### src/rtl/shift_sequencer_if.sv
`default_nettype none
// ============================================================================
//  Module   : shift_sequencer_if
//  Purpose  : Request/result bundle for shift_sequencer. The requester drives
//             start/op/shamt/data_in; the sequencer returns busy/done, the
//             registered result and the latched, zero-extended shift amount.
//  Signals  : start     - operation request, sampled only while idle
//             op        - 00 SLL, 01 SRL, 10 SRA, 11 ROTR
//             shamt     - shift amount 0..31
//             data_in   - 32-bit operand
//             busy      - high while an operation is in flight
//             done      - one-cycle completion pulse
//             data_out  - result, held until the next completion
//             ext_shamt - {27'b0, shamt} captured on accept
//  Modports : master (requester), slave (sequencer)
//  Revision : 1.0 - initial release
// ============================================================================
interface shift_sequencer_if;
  logic        start;
  logic [1:0]  op;
  logic [4:0]  shamt;
  logic [31:0] data_in;
  logic        busy;
  logic        done;
  logic [31:0] data_out;
  logic [31:0] ext_shamt;

  modport master (
    output start, op, shamt, data_in,
    input  busy, done, data_out, ext_shamt
  );

  modport slave (
    input  start, op, shamt, data_in,
    output busy, done, data_out, ext_shamt
  );
endinterface
`default_nettype wire

### src/rtl/shift_sequencer.sv
`default_nettype none
// ============================================================================
//  Module   : shift_sequencer
//  Purpose  : Multi-cycle 32-bit shifter (SLL/SRL/SRA/ROTR). An accepted
//             request is shifted one bit per clock through IDLE -> SHIFT ->
//             DONE; done pulses for one cycle with the result on data_out.
//  Ports    : clk - rising-edge clock
//             rst - asynchronous active-high reset, clears all state
//             bus - shift_sequencer_if.slave (start/op/shamt/data_in in,
//                   busy/done/data_out/ext_shamt out)
//  Options  : SHIFT_SEQ_SINGLE_CYCLE_EN - when defined, SHIFT performs the
//             whole shamt-bit shift in a single edge using a barrel shifter.
//  Revision : 1.0 - initial release
// ============================================================================
module shift_sequencer (
  input  wire logic        clk,
  input  wire logic        rst,
  shift_sequencer_if.slave bus
);

  localparam logic [1:0] c_OP_SLL  = 2'b00;
  localparam logic [1:0] c_OP_SRL  = 2'b01;
  localparam logic [1:0] c_OP_SRA  = 2'b10;
  localparam logic [1:0] c_OP_ROTR = 2'b11;

  typedef enum logic [1:0] {
    ST_IDLE  = 2'd0,
    ST_SHIFT = 2'd1,
    ST_DONE  = 2'd2
  } state_t;

  state_t      r_state;
  logic [31:0] r_acc;
  logic [4:0]  r_cnt;
  logic [1:0]  r_op;
  logic        r_busy;
  logic        r_done;
  logic [31:0] r_data_out;
  logic [31:0] r_ext_shamt;

  // Accumulator value after this SHIFT edge, and whether this edge finishes.
  logic [31:0] w_acc_next;
  logic        w_last;

`ifdef SHIFT_SEQ_SINGLE_CYCLE_EN
  // Whole shift in one edge. SHIFT is only entered with a non-zero count,
  // so the rotate's left-shift amount (32 - cnt) stays within 1..31.
  always_comb begin
    w_acc_next = r_acc;
    w_last     = 1'b1;
    case (r_op)
      c_OP_SLL:  w_acc_next = r_acc << r_cnt;
      c_OP_SRL:  w_acc_next = r_acc >> r_cnt;
      c_OP_SRA:  w_acc_next = $unsigned($signed(r_acc) >>> r_cnt);
      c_OP_ROTR: w_acc_next = (r_acc >> r_cnt) | (r_acc << (6'd32 - {1'b0, r_cnt}));
      default:   w_acc_next = r_acc;
    endcase
  end
`else
  // One bit per edge; finishes on the edge where the count is 1.
  always_comb begin
    w_acc_next = r_acc;
    w_last     = (r_cnt == 5'd1);
    case (r_op)
      c_OP_SLL:  w_acc_next = {r_acc[30:0], 1'b0};
      c_OP_SRL:  w_acc_next = {1'b0, r_acc[31:1]};
      c_OP_SRA:  w_acc_next = {r_acc[31], r_acc[31:1]};
      c_OP_ROTR: w_acc_next = {r_acc[0], r_acc[31:1]};
      default:   w_acc_next = r_acc;
    endcase
  end
`endif

  // busy/done are registered alongside the state so they change exactly on
  // state transitions; data_out is written only on entry to DONE.
  always_ff @(posedge clk or posedge rst) begin
    if (rst) begin
      r_state     <= ST_IDLE;
      r_acc       <= 32'd0;
      r_cnt       <= 5'd0;
      r_op        <= 2'b00;
      r_busy      <= 1'b0;
      r_done      <= 1'b0;
      r_data_out  <= 32'd0;
      r_ext_shamt <= 32'd0;
    end else begin
      case (r_state)
        ST_IDLE: begin
          if (bus.start) begin
            r_acc       <= bus.data_in;
            r_cnt       <= bus.shamt;
            r_op        <= bus.op;
            r_ext_shamt <= {27'd0, bus.shamt};
            r_busy      <= 1'b1;
            if (bus.shamt != 5'd0) begin
              r_state <= ST_SHIFT;
            end else begin
              // Zero shift: result is the operand itself, complete next cycle.
              r_state    <= ST_DONE;
              r_done     <= 1'b1;
              r_data_out <= bus.data_in;
            end
          end
        end

        ST_SHIFT: begin
          r_acc <= w_acc_next;
`ifdef SHIFT_SEQ_SINGLE_CYCLE_EN
          r_cnt <= 5'd0;
`else
          r_cnt <= r_cnt - 5'd1;
`endif
          if (w_last) begin
            r_state    <= ST_DONE;
            r_done     <= 1'b1;
            r_data_out <= w_acc_next;
          end
        end

        ST_DONE: begin
          r_state <= ST_IDLE;
          r_busy  <= 1'b0;
          r_done  <= 1'b0;
        end

        default: begin
          r_state <= ST_IDLE;
          r_busy  <= 1'b0;
          r_done  <= 1'b0;
        end
      endcase
    end
  end

  assign bus.busy      = r_busy;
  assign bus.done      = r_done;
  assign bus.data_out  = r_data_out;
  assign bus.ext_shamt = r_ext_shamt;

endmodule
`default_nettype wire

### src/flat_wrapper.sv
// flat-port wrapper written by rule: the top's interface ports become plain ports
module shift_sequencer_flat 
  (clk, rst, bus_start, bus_op, bus_shamt, bus_data_in, bus_busy, bus_done, bus_data_out, bus_ext_shamt);
  shift_sequencer_if bus_i ();
  input  wire logic clk;
  input  wire logic rst;
  input wire logic [$bits(bus_i.start)-1:0] bus_start;
  input wire logic [$bits(bus_i.op)-1:0] bus_op;
  input wire logic [$bits(bus_i.shamt)-1:0] bus_shamt;
  input wire logic [$bits(bus_i.data_in)-1:0] bus_data_in;
  output wire logic [$bits(bus_i.busy)-1:0] bus_busy;
  output wire logic [$bits(bus_i.done)-1:0] bus_done;
  output wire logic [$bits(bus_i.data_out)-1:0] bus_data_out;
  output wire logic [$bits(bus_i.ext_shamt)-1:0] bus_ext_shamt;
  assign bus_i.start = bus_start;
  assign bus_i.op = bus_op;
  assign bus_i.shamt = bus_shamt;
  assign bus_i.data_in = bus_data_in;
  assign bus_busy = bus_i.busy;
  assign bus_done = bus_i.done;
  assign bus_data_out = bus_i.data_out;
  assign bus_ext_shamt = bus_i.ext_shamt;
  shift_sequencer u_core (.clk(clk), .rst(rst), .bus(bus_i));
endmodule
### config.mk
export PLATFORM = sky130hd
export DESIGN_NAME = shift_sequencer_flat
export DESIGN_NICKNAME = d
export VERILOG_FILES = /design/src/rtl/shift_sequencer_if.sv /design/src/rtl/shift_sequencer.sv /design/src/flat_wrapper.sv
export SDC_FILE = /design/constraint.sdc
export NUM_CORES = 1
export LEC_CHECK = 0
export ABC_AREA = 1
export CORE_MARGIN = 3
export CORE_UTILIZATION = 49
export CTS_CLUSTER_SIZE = 16
export DETAILED_ROUTE_END_ITERATION = 10
export GPL_TIMING_DRIVEN = 0
export MAX_ROUTING_LAYER = met4
export PLACE_DENSITY = 0.81
export SLEW_MARGIN = 20
export SYNTH_ARGS = -nofsm -noshare
export SYNTH_HDL_FRONTEND = slang
export SYNTH_SLANG_ARGS = --single-unit
### constraint.sdc
create_clock -name clk -period 3.3 [get_ports clk]
set_input_delay 0.66 -clock clk [delete_from_list [all_inputs] [get_ports clk]]
set_output_delay 0.66 -clock clk [all_outputs]
set_load 0.05 [all_outputs]
## After elaboration in Yosys (flattened, before gate mapping)

Index checks and enable logic that the tools add are counted.

| storage, ports and cells | value |
|---|---|
| memories kept | 0 |
| register bits | 80 |
| RAM bits | 0 |
| bits in read-only memories | 0 |
| logic and storage cells | 47 |
| output and inout bits | 66 |
| input bits | 42 |
| latch bits | 0 |

| cells by class | value |
|---|---|
| reductions and logical operators | 10 |
| bitwise logic cells | 1 |
| order comparisons | 0 |
| div/mod/pow operators | 0 |
| add/sub/neg operators | 1 |
| muxes and demuxes | 19 |
| $mul | 0 |
| eq/ne operators | 8 |
| shifts and indexed selects | 0 |

Operators with widths:

| operator | number |
|---|---|
| $mux 32 | 4 |
| $pmux 32 s2 | 2 |
| $pmux 32 s4 | 1 |
| $pmux 5 s2 | 1 |
| $reduce_and 2->1 | 4 |
| $mux 2 | 3 |
| $eq 5x1->1 const B | 1 |
| $mux 5 | 1 |
| $reduce_bool 5->1 | 1 |
| $sub 5x1->5 const B | 1 |
| $eq 2x1->1 const B | 2 |
| $eq 2x2->1 const B | 2 |
| $logic_not 2->1 | 2 |
| $mux 1 | 4 |
| $ne 2x2->1 const B | 2 |
| $pmux 1 s2 | 2 |
| $pmux 2 s2 | 1 |
| $reduce_and 4->1 | 1 |
| $reduce_and 3->1 | 1 |
| $ne 2x1->1 const B | 1 |
| $reduce_bool 2->1 | 1 |
| $not 1->1 | 1 |

## Logic depth before layout (Yosys ltp)

Gate-level depths: netlist of the first run.

| depth | value |
|---|---|
| depth after elaboration | 4 |
| depth in mapped cells | 11 |
| mapped depth without buffers | 10 |

## Worst setup path before layout of the first run

No wires, ideal clock.

| timing path | value |
|---|---|
| path kind | input-to-reg |
| from | in bus_start |
| to | reg u_core.r_data_out[10] (netlist: u_core.bus.data_out[10]) |
| setup time | 0.118 ns |
| data required time | 3.182 ns |
| arrival time | 1.365 ns |
| stages on the path | 7 |
| path buffers | 2 |
| setup slack | 1.818 ns |
| cell sequence | nand2_2 > nand2_1 > buf_4 > nand3_2 > buf_2 > nand2_1 > nand2_1 |

| on the way | value |
|---|---|
| word-level cells in the longest chain between the ends | 2 |

RTL lines:

| item | RTL line | text |
|---|---|---|
| start, declared | flat_wrapper.sv:7 | `input wire logic [$bits(bus_i.start)-1:0] bus_start;` |
| $ne 2x2->1 (no line) | n/a |  |
| $reduce_and 4->1 (no line) | n/a |  |
| end signal, assigned | shift_sequencer.sv:101 | `r_data_out <= bus.data_in;` |
| end signal, assigned | shift_sequencer.sv:116 | `r_data_out <= w_acc_next;` |
| end, declared | shift_sequencer.sv:38 | `logic [31:0] r_data_out;` |

No other way between the ends.
A chain may end at the register's enable or synchronous reset.

## Worst setup path in the final report of the first run

| timing path | value |
|---|---|
| from | reg u_core.r_data_out[30] (netlist: u_core.bus.data_out[30]) |
| to | out bus_data_out[30] |

RTL lines:

| item | RTL line | text |
|---|---|---|
| end, declared | flat_wrapper.sv:13 | `output wire logic [$bits(bus_i.data_out)-1:0] bus_data_out;` |

No word-level cell between the ends.

==> metrics.md, run 1 <==
| Metric | Value |
|---|---|
| Outcome | `complete, no violations` |
| Fin crit share | `67.0%` |
| Slew HR | `65.8%` |
| Combinational share of power | `61.7%` |
| Critical path class | `flop to output pin` |
| Htree depth | `3` |
| Die ar. | `9670 sq um` |
| Area Overhead vs Synth | `29.3%` |
| Critical path capture point type | `output pin` |
| Net Switching | `3130 uW` |
| Detailed Route WL | `9.97 mm` |
| Reg clk slew, reported paths | `0.08 ns` |
| Share of cells above drive strength 1 | `9.72%` |
| Wire per inst | `12.6 microns` |
| Slew @ Worst Pin | `0.512 ns` |
| Core Footprint | `8260 sq um` |
| CP max stage cell | `clkdlybuf4s50_1` |
| CTS max path bufs | `2` |
| HP Class | `flop to flop` |
| Worst-path fanout max | `2` |
| Peak VDD IR | `551 uV` |
| Ys async rst share | `100%` |
| Post-route DRC | `0` |
| Cell Area, Synth | `4180 sq um` |
| Top cell type's share of synthesized area | `47.9%` |
| GR Overflow Total | `0` |
| Synth top cells by count | `nand2_1 (274), dfrtp_1 (80), inv_1 (48), o21ai_0 (44), nand3_1 (41)` |
| DR vias | `3797` |
| Clk_lat worst skew | `0.35 ns` |
| Pre-CTS WS | `1.04 ns` |
| Netlist cell types | `24` |
| FMAX | `453 MHz` |
| Setup bufs post-CTS | `0` |
| Max Cap Viol | `0` |
| TritonCTS buffer count | `9` |
| Cell Rows | `33` |
| Sw Share | `51.5%` |
| Number of flops mapped to enable cells by yosys | `0` |
| Pin count of the biggest net entering global routing | `50` |
| # diodes | `0` |
| Initial DRC count | `206` |
| Pint | `2950 uW` |
| Fin. Hold Viols | `0` |
| Post-CTS Resized | `0` |
| Synth Area per Inst | `7.37 sq um` |
| Synth warn | `0` |
| Port Buffers | `80` |
| Mapped Cells | `567` |
| DP HPWL | `7.25 mm` |
| Max Slew Vio Count | `0` |
| # setup viols final | `0` |
| Leakage Power | `0.00289 uW` |
| CP Data Required Time | `2.64 ns` |
| Post-route antenna net violation count | `0` |
| DR vias/cell | `4.78` |
| CP bufs+invs | `1` |
| Top cells by area, synth | `dfrtp_1 (48%), nand2_1 (25%), o21ai_0 (5.3%)` |
| RSZ-0062 raised after global routing | `false` |
| Count leader, synth | `nand2_1` |
| Die extent in x | `98.3 microns` |
| Reg power frac | `27.7%` |
| Number of filler instances in the final layout | `723` |
| Slowest stage delay, CP | `0.81 ns` |
| Critical Path Start Type | `flop` |
| CTS root buf | `clkbuf_8` |
| Quantity of hold-fixing buffers added after cts | `0` |
| CP top delay family | `buffers and inverters` |
| Skew final | `0.0108 ns` |
| Vias in the first global route | `3787` |
| Sink Count | `80` |
| Nets@finish | `729` |
| Clk pwr share | `10.6%` |
| RD Place Congestion | `0.877` |
| Setup ws final | `1.09 ns` |
| Multi-input logic area | `1740 sq um` |
| Crit path DAT | `1.55 ns` |
| Area leader, netlist | `dfrtp_1` |
| Initial antenna violation count | `0` |
| First-pass GRT wire length | `17.1 mm` |
| Yosys reg bits | `80` |
| Storage cell area | `2000 sq um` |
| Die height | `98.3 microns` |
| Gr usage total | `22.0%` |
| Initial Util | `50.6%` |
| CTS tree | `yes` |
| Post-synthesis sequential area ratio | `47.9%` |
| Pwr Total | `6080 uW` |
| Num ports | `108` |
| CP Cell Sequence | `clkdlybuf4s50_1` |
| Power per Cell Area | `1130 nW/um^2` |
| Dominant synthesized flop cell | `dfrtp_1` |
| Min Clock Period, post-route | `2.21 ns` |
| First drt pass iteration count | `4` |
[area by class of cell]
type	count	share of cell area, %
plain buffers	55	6.39
clock buffers	12	2.69
clock inverters	3	0.348
inverters	50	3.52
multi-input cells	408	32.2
flip-flops and latches	80	37.1
well taps	105	2.43
repair buffers	81	15.3
[power groups by stage]
| stage | registers [uW] | logic, uW | clock network [uW] |
|---|---|---|---|
| 3_5_place_dp | 1700 | 3740 | 0 |
| 5_1_grt | 1740 | 4170 | 686 |
| 6_report | 1680 | 3750 | 644 |
| 3_3_place_gp | 1680 | 3640 | 0 |
| 4_1_cts | 1680 | 3760 | 645 |
| 2_1_floorplan | 2430 | 1940 | 0 |
[path summary, 6_finish.rpt]
kind                                          from                 endpoint  slack, ns  depth (start not counted)
max                        u_core.bus.data_out[30]         bus_data_out[30]       1.09                          1
min                        u_core.bus.data_out[13]  u_core.bus.data_out[13]       0.48                          2
max reg2reg                        u_core.r_cnt[1]  u_core.bus.data_out[28]       1.57                         10
min reg2reg                u_core.bus.data_out[13]  u_core.bus.data_out[13]       0.48                          2
max in group asynchronous                      rst         u_core.r_acc[16]       2.06                          3
min in group asynchronous                      rst   u_core.bus.data_out[8]       0.65                          2
[per-stage QoR]
| stage | hold WS, ns | cells | setup TNS, ns | area (sq um) | utilization, % |
|---|---|---|---|---|---|
| after floorplan | 0.470 | 593 | 0 | 4270 | - |
| after global placement | 0.461 | 778 | -54.26 | 5210 | 63.0 |
| after detailed placement | 0.464 | 779 | 0 | 5240 | 63.4 |
| after CTS | 0.486 | 794 | 0 | 5400 | 65.4 |
| after global routing | 0.511 | 794 | 0 | 5400 | 65.4 |
| final | 0.482 | 794 | 0 | 5400 | 65.4 |
[cells in the final DEF (no fill, tap or decap), types with 2 or more instances in the layout]
master	Yosys	layout
nand2_1	274	274
clkdlybuf4s50_1	0	80
dfrtp_1	80	80
inv_1	48	47
o21ai_0	44	44
nand3_1	41	41
buf_4	28	28
conb_1	1	27
clkbuf_1	13	15
clkbuf_8	0	10
buf_2	9	9
nor2_1	6	6
mux2_2	4	4
buf_6	3	3
inv_2	2	2
buf_1	2	2
o211ai_1	2	2
ha_1	2	2
clkinv_2	0	2
[sequential cells by signal, indices dropped and copies added, names as in the netlist]
register,flops
u_core.bus.ext_shamt,5
u_core.bus.data_out,32
u_core.bus.busy,1
u_core.r_acc,32
u_core.r_state,2
u_core.bus.done,1
u_core.r_cnt,5
u_core.r_op,2
[per-layer routing]
metal  routed length, microns  global-route usage (%)  vias up  part of all wire (%)
li1                         -                       -     1926                     -
met1                     4450                    27.8     1739                    45
met2                     4760                    35.0      118                    48
met3                      612                    4.57       14                   6.1
met4                      145                    8.19        0                   1.5
met5                        0                       -        -                     0
[logic make-up after synthesis]
kind of cell / count (synthesis) / synth area share (%)
other cells: 1 / 0.0898
buf+inv: 105 / 12.8
fa+ha+maj: 2 / 0.599
simple gates: 328 / 31.8
flops: 80 / 47.9
compound gates: 47 / 5.75
mux: 4 / 1.08
[tightest hold or removal path, delay by kind of cell (launching register included)]
family / cells / cell delay, ns
flops: 1 / 0.35
simple gates: 2 / 0.10
(Power assumes the default switching activity.)
==> inputs of run 2 (changes only) <==
==> constraint.sdc (replaced) <==
create_clock -name clk -period 2.31 [get_ports clk]
set_input_delay 0.462 -clock clk [delete_from_list [all_inputs] [get_ports clk]]
set_output_delay 0.462 -clock clk [all_outputs]
set_load 0.05 [all_outputs]
==> metrics.md, run 2 (same netlist as run 1, synthesis figures left out) <==
| Metric | Value |
|---|---|
| Outcome | `complete, no violations` |
| CTS max path bufs | `2 (unchanged)` |
| DR vias/cell | `4.76 (-0.51%)` |
| Crit path DAT | `1.54 ns (about the same)` |
| First-pass GRT wire length | `17.0 mm (-0.28%)` |
| Post-route antenna net violation count | `0 (unchanged)` |
| Max Slew Vio Count | `0 (unchanged)` |
| Min Clock Period, post-route | `2.00 ns` |
| Max Cap Viol | `0 (unchanged)` |
| CP max stage cell | `clkdlybuf4s50_1` |
| Die height | `98.3 microns (unchanged)` |
| Slew HR | `65.8% (about the same)` |
| Die extent in x | `98.3 microns (unchanged)` |
| Fin area | `5470 sq um (+1.3%)` |
| Quantity of hold-fixing buffers added after cts | `0 (unchanged)` |
| # diodes | `0 (unchanged)` |
| RD Place Congestion | `0.870 (-0.80%)` |
| Initial DRC count | `209 (+1.5%)` |
| Reg clk slew, reported paths | `0.09 ns (about the same)` |
| Most frequent cells in the layout | `nand2_1 (274), clkdlybuf4s50_1 (80), dfrtp_1 (80)` |
| Num ports | `108 (unchanged)` |
| Post-route DRC | `0 (unchanged)` |
| Nets@finish | `730 (+0.14%)` |
| Cell Rows | `33 (unchanged)` |
| Slew @ Worst Pin | `0.511 ns (-0.000862 ns)` |
| Die ar. | `9670 sq um (unchanged)` |
| # setup viols final | `0 (unchanged)` |
| Sink Count | `80 (unchanged)` |
| Wire per inst | `12.4 microns (-1.1%)` |
| First drt pass iteration count | `4 (unchanged)` |
| Vias in the first global route | `3717 (-1.8%)` |
| Critical Path Start Type | `flop` |
| CTS tree | `yes` |
| Power per Cell Area | `1630 nW/um^2 (+44%)` |
| FMAX | `500 MHz` |
| GR Overflow Total | `0 (unchanged)` |
| Initial Util | `50.6% (unchanged)` |
| Critical path capture point type | `output pin` |
| Pwr Total | `8890 uW (+46%)` |
| Number of filler instances in the final layout | `721 (-0.28%)` |
| Leakage Power | `0.00292 uW (+0.87%)` |
| CP bufs+invs | `1 (unchanged)` |
| Detailed Route WL | `9.88 mm (-0.86%)` |
| Worst R2R End | `u_core.bus.data_out[4]` |
| Pin count of the biggest net entering global routing | `35 (-30%)` |
| Share of cells above drive strength 1 | `10.3% (+0.55 points)` |
| Worst r2r src | `u_core.r_cnt[1]` |
| Initial antenna violation count | `0 (unchanged)` |
| Most common cell after layout, fill and taps aside | `nand2_1` |
| Fin crit share | `86.6%` |
| RSZ-0062 raised after global routing | `false` |
| Final hold slack | `0.480 ns (-0.00186 ns)` |
| Htree depth | `3 (unchanged)` |
| CP Cell Sequence | `clkdlybuf4s50_1` |
| Gr usage total | `21.7% (-0.29 points)` |
| CP Data Required Time | `1.85 ns (-0.79 ns)` |
| DR vias | `3787 (-0.26%)` |
| CTS root buf | `clkbuf_8` |
| Skew final | `0.0102 ns (-0.000598 ns)` |
| Core Footprint | `8260 sq um (unchanged)` |
| Final setup TNS | `0 ns (unchanged)` |
| Port Buffers | `80 (unchanged)` |
| Clk_lat worst skew | `0.35 ns (about the same)` |
| Post-CTS Resized | `0 (unchanged)` |
| Worst-path fanout max | `2 (unchanged)` |
| Fin. Hold Viols | `0 (unchanged)` |
| Worst reg2reg setup slack | `0.59 ns (-0.98 ns)` |
| Critical path class | `flop to output pin` |
| Reg2reg path depth | `10 (unchanged)` |
| Slowest stage delay, CP | `0.81 ns (about the same)` |
| CP top delay family | `buffers and inverters` |
| Peak VDD IR | `866 uV (+57%)` |
| TritonCTS buffer count | `9 (unchanged)` |
| Setup bufs post-CTS | `0 (unchanged)` |
| Placed cell area | `5250 sq um (+0.26%)` |
| DP HPWL | `7.24 mm (-0.13%)` |
| HP Class | `input port to asynchronous set/reset pin` |
| Area Overhead vs Synth | `30.9%` |
-- run 2: cell types whose count changed in the layout (fill, tap and decap cells not counted), sizes merged --
cell,before,now
buf,43,44
bufinv,0,2
clkbuf,25,22
clkinvlp,0,2
-- run 2: worst register-to-register path: cells and delay by family, from the launching register on --
family | cells | cell delay, ns
buffers and inverters | 3 | 0.42
adder cells (fa/ha/maj) | 1 | 0.16
AND/OR/NAND/NOR | 6 | 0.70
flip-flops | 1 | 0.36
-- run 2: final cells by class --
| type | instances | area, sq um | share of cell area, % |
|---|---|---|---|
| Buffer | 55 | 345 | 6.31 |
| Clock buffer | 9 | 124 | 2.26 |
| Clock inverter | 7 | 95.1 | 1.74 |
| Inverter | 50 | 191 | 3.50 |
| Multi-Input combinational cell | 408 | 1740 | 31.8 |
| Sequential cell | 80 | 2000 | 36.6 |
| Tap cell | 105 | 131 | 2.40 |
| Timing Repair Buffer | 82 | 841 | 15.4 |
-- run 2: power breakdown --
part	leakage (uW)	internal, uW	switching, uW
Clock	0.000110	611	526
Sequential	0.000990	2090	303
Combinational	0.00182	1700	3650
Total	0.00292	4410	4480
-- run 2: how the worst max path moves through the flow --
stage	startpoint	depth (start not counted)	endpoint
finish	u_core.bus.data_out[31]	1	bus_data_out[31]
global placement	rst	2	u_core.bus.data_out[2]
CTS	u_core.bus.data_out[31]	1	bus_data_out[31]
detailed placement	bus_start	8	u_core.bus.data_out[22]
global route	u_core.bus.data_out[30]	1	bus_data_out[30]
floorplan	u_core.r_cnt[1]	10	u_core.bus.data_out[10]
-- run 2: through the flow --
| stage | worst slack, ns | utilization [%] | instances |
|---|---|---|---|
| finish | 0.310 | 66.2 | 796 |
| global route | 0.273 | 66.2 | 796 |
| CTS | 0.287 | 66.2 | 796 |
| detailed placement | 0.277 | 63.6 | 780 |
| global placement | 0.0346 | 63.1 | 778 |
| floorplan | 0.903 | - | 593 |
-- run 2: routing by layer --
metal / track usage [%] / wire (microns) / up-vias
met4: 6.20 / 128 / 0
met5: - / 0 / -
met3: 3.57 / 575 / 15
li1: - / - / 1931
met1: 29.0 / 4550 / 1714
met2: 34.4 / 4620 / 127
==> inputs of run 3 (changes only) <==
--- a/config.mk
+++ b/config.mk
@@ -7,12 +7,12 @@
 export LEC_CHECK = 0
 export ABC_AREA = 1
 export CORE_MARGIN = 3
-export CORE_UTILIZATION = 49
+export CORE_UTILIZATION = 25
 export CTS_CLUSTER_SIZE = 16
 export DETAILED_ROUTE_END_ITERATION = 10
 export GPL_TIMING_DRIVEN = 0
 export MAX_ROUTING_LAYER = met4
-export PLACE_DENSITY = 0.81
+export PLACE_DENSITY = 0.48
 export SLEW_MARGIN = 20
 export SYNTH_ARGS = -nofsm -noshare
 export SYNTH_HDL_FRONTEND = slang
==> metrics.md, run 3 (same netlist as run 1, synthesis figures left out) <==
| Metric | Value |
|---|---|
| RD Place Congestion | `0.792 (-8.9%)` |
| # diodes | `0 (unchanged)` |
| Most common cell after layout, fill and taps aside | `nand2_1` |
| Detailed Route WL | `11.3 mm (+14%)` |
| CTS tree | `yes` |
| Sink Count | `80 (unchanged)` |
| Reg clk slew, reported paths | `0.06 ns (-0.03 ns)` |
| Skew final | `0.00663 ns (-0.00354 ns)` |
| Dpl cells | `891 (+14%)` |
| Most frequent cells in the layout | `nand2_1 (274), clkdlybuf4s50_1 (80), dfrtp_1 (80)` |
| Critical Path Start Type | `flop` |
| Share of cells above drive strength 1 | `9.58% (-0.70 points)` |
| Outcome | `complete, no violations` |
| Endpoint, Worst Hold | `u_core.bus.data_out[13]` |
| HP Class | `flop to flop` |
| Worst-path fanout max | `2 (unchanged)` |
| Peak VDD IR | `595 uV (-31%)` |
| Pin count of the biggest net entering global routing | `32 (-8.6%)` |
| Vias in the first global route | `3882 (+4.4%)` |
| Leakage Power | `0.00293 uW (+0.55%)` |
| DR vias | `3718 (-1.8%)` |
| Worst reg2reg setup slack | `0.56 ns (-0.03 ns)` |
| Max Cap Viol | `0 (unchanged)` |
| Final hold slack | `0.475 ns (-0.00522 ns)` |
| Hold Startpoint | `u_core.bus.data_out[13]` |
| Initial antenna violation count | `0 (unchanged)` |
| TritonCTS buffer count | `9 (unchanged)` |
| CP max stage cell | `clkdlybuf4s50_1` |
| Htree depth | `3 (unchanged)` |
| Slew @ Worst Pin | `0.546 ns (+0.0348 ns)` |
| Crit path DAT | `1.55 ns (about the same)` |
| Quantity of hold-fixing buffers added after cts | `0 (unchanged)` |
| Fin crit share | `86.9% (+0.35 points)` |
| First-pass GRT wire length | `19.2 mm (+13%)` |
| CP bufs+invs | `1 (unchanged)` |
| Initial Util | `25.9% (-25 points)` |
| Power per Cell Area | `1600 nW/um^2 (-1.4%)` |
| Port Buffers | `80 (unchanged)` |
| Gr usage total | `13.6% (-8.1 points)` |
| Number of stages on the worst setup path | `1 (unchanged)` |
| Final cell count without fillers | `905 (+14%)` |
| Reg2reg path depth | `10 (unchanged)` |
| Min Clock Period, post-route | `2.01 ns (+0.00811 ns)` |
| Post-CTS Resized | `0 (unchanged)` |
| Num ports | `108 (unchanged)` |
| FMAX | `498 MHz (-0.40%)` |
| DR vias/cell | `4.11 (-14%)` |
| DP HPWL | `8.51 mm (+18%)` |
| Cell Rows | `46 (+39%)` |
| CP top delay family | `buffers and inverters` |
| Area Overhead vs Synth | `35.1%` |
| Slowest stage delay, CP | `0.82 ns (about the same)` |
| Die extent in x | `135 microns (+38%)` |
| Initial DRC count | `232 (+11%)` |
| Number of filler instances in the final layout | `1737 (+140%)` |
| CTS root buf | `clkbuf_16` |
| RSZ-0062 raised after global routing | `false` |
| Critical path capture point type | `output pin` |
| Setup bufs post-CTS | `0 (unchanged)` |
| GR Overflow Total | `0 (unchanged)` |
| Clk_lat worst skew | `0.34 ns (about the same)` |
| First drt pass iteration count | `5 (+1)` |
| Final setup TNS | `0 ns (unchanged)` |
| Core Footprint | `16100 sq um (+95%)` |
| Pwr Total | `9050 uW (+1.8%)` |
| Max Slew Vio Count | `0 (unchanged)` |
| Slew HR | `63.5% (-2.3 points)` |
| # setup viols final | `0 (unchanged)` |
| Worst hold stages | `2` |
| Post-route DRC | `0 (unchanged)` |
| Nets@finish | `730 (unchanged)` |
| Worst r2r src | `u_core.r_cnt[1]` |
| Die ar. | `18300 sq um (+89%)` |
| Post-route antenna net violation count | `0 (unchanged)` |
| Wire per inst | `12.5 microns (+0.33%)` |
| CP Data Required Time | `1.85 ns (about the same)` |
| Die height | `135 microns (+38%)` |
| Fin. Hold Viols | `0 (unchanged)` |
| CP Cell Sequence | `clkdlybuf4s50_1` |
| CTS max path bufs | `2 (unchanged)` |
| Worst R2R End | `u_core.bus.data_out[0]` |
| Critical path class | `flop to output pin` |
-- run 3: changes by cell type in the layout (fill, tap and decap cells not counted), sizes merged --
cell and change:
clkbuf +4, bufinv -2, clkinv -2, clkinvlp -1, inv -1
-- run 3: worst reg2reg max path, stage by stage, from the launching register on --
cell and delay [ns]:
dfrtp_1 0.36, inv_1 0.13, ha_1 0.17, inv_1 0.05, nor2_1 0.08, nand2_1 0.05, nand2_1 0.18, nand3_2 0.23
buf_2 0.27, nand2_1 0.08, nand2_1 0.06
-- run 3: cell type report --
cell class / count / area [sq um] / share of cell area [%]
Sequential cell: 80 / 2000 / 35.5
Inverter: 50 / 191 / 3.39
Clock inverter: 1 / 5.00 / 0.0887
Multi-Input combinational cell: 408 / 1740 / 30.8
Tap cell: 216 / 270 / 4.79
Clock buffer: 13 / 250 / 4.43
Timing Repair Buffer: 82 / 841 / 14.9
Buffer: 55 / 345 / 6.12
-- run 3: stage by stage --
stage               area (sq um)  worst slack [ns]  util [%]
floorplan                   4280             0.903         -
global placement            5350           -0.0753      33.2
detailed placement          5390             0.140      33.4
CTS                         5640             0.273      35.0
global route                5640             0.260      35.0
finish                      5640             0.302      35.0
-- run 3: how the worst max path moves through the flow --
| stage | from | end | slack, ns |
|---|---|---|---|
| finish | u_core.bus.data_out[31] | bus_data_out[31] | 0.30 |
| global route | u_core.bus.data_out[31] | bus_data_out[31] | 0.26 |
| CTS | u_core.bus.data_out[31] | bus_data_out[31] | 0.27 |
| detailed placement | bus_start | u_core.bus.data_out[3] | 0.14 |
| global placement | rst | u_core.bus.data_out[2] | -0.08 |
| floorplan | u_core.r_cnt[1] | u_core.bus.data_out[10] | 0.90 |
-- run 3: power by group --
| part | internal, uW | leakage (uW) | switching, uW |
|---|---|---|---|
| Combinational | 1700 | 0.00182 | 3670 |
| Sequential | 2100 | 0.000990 | 303 |
| Clock | 744 | 0.000126 | 535 |
| Total | 4550 | 0.00293 | 4500 |
-- run 3: metal layers --
metal	GRT usage, %	share of wire, %	up-vias
met3	4.23	6.6	5
met1	17.7	48	1683
li1	-	-	1922
met2	21.2	45	108
met4	2.18	0.60	0
met5	-	0	-
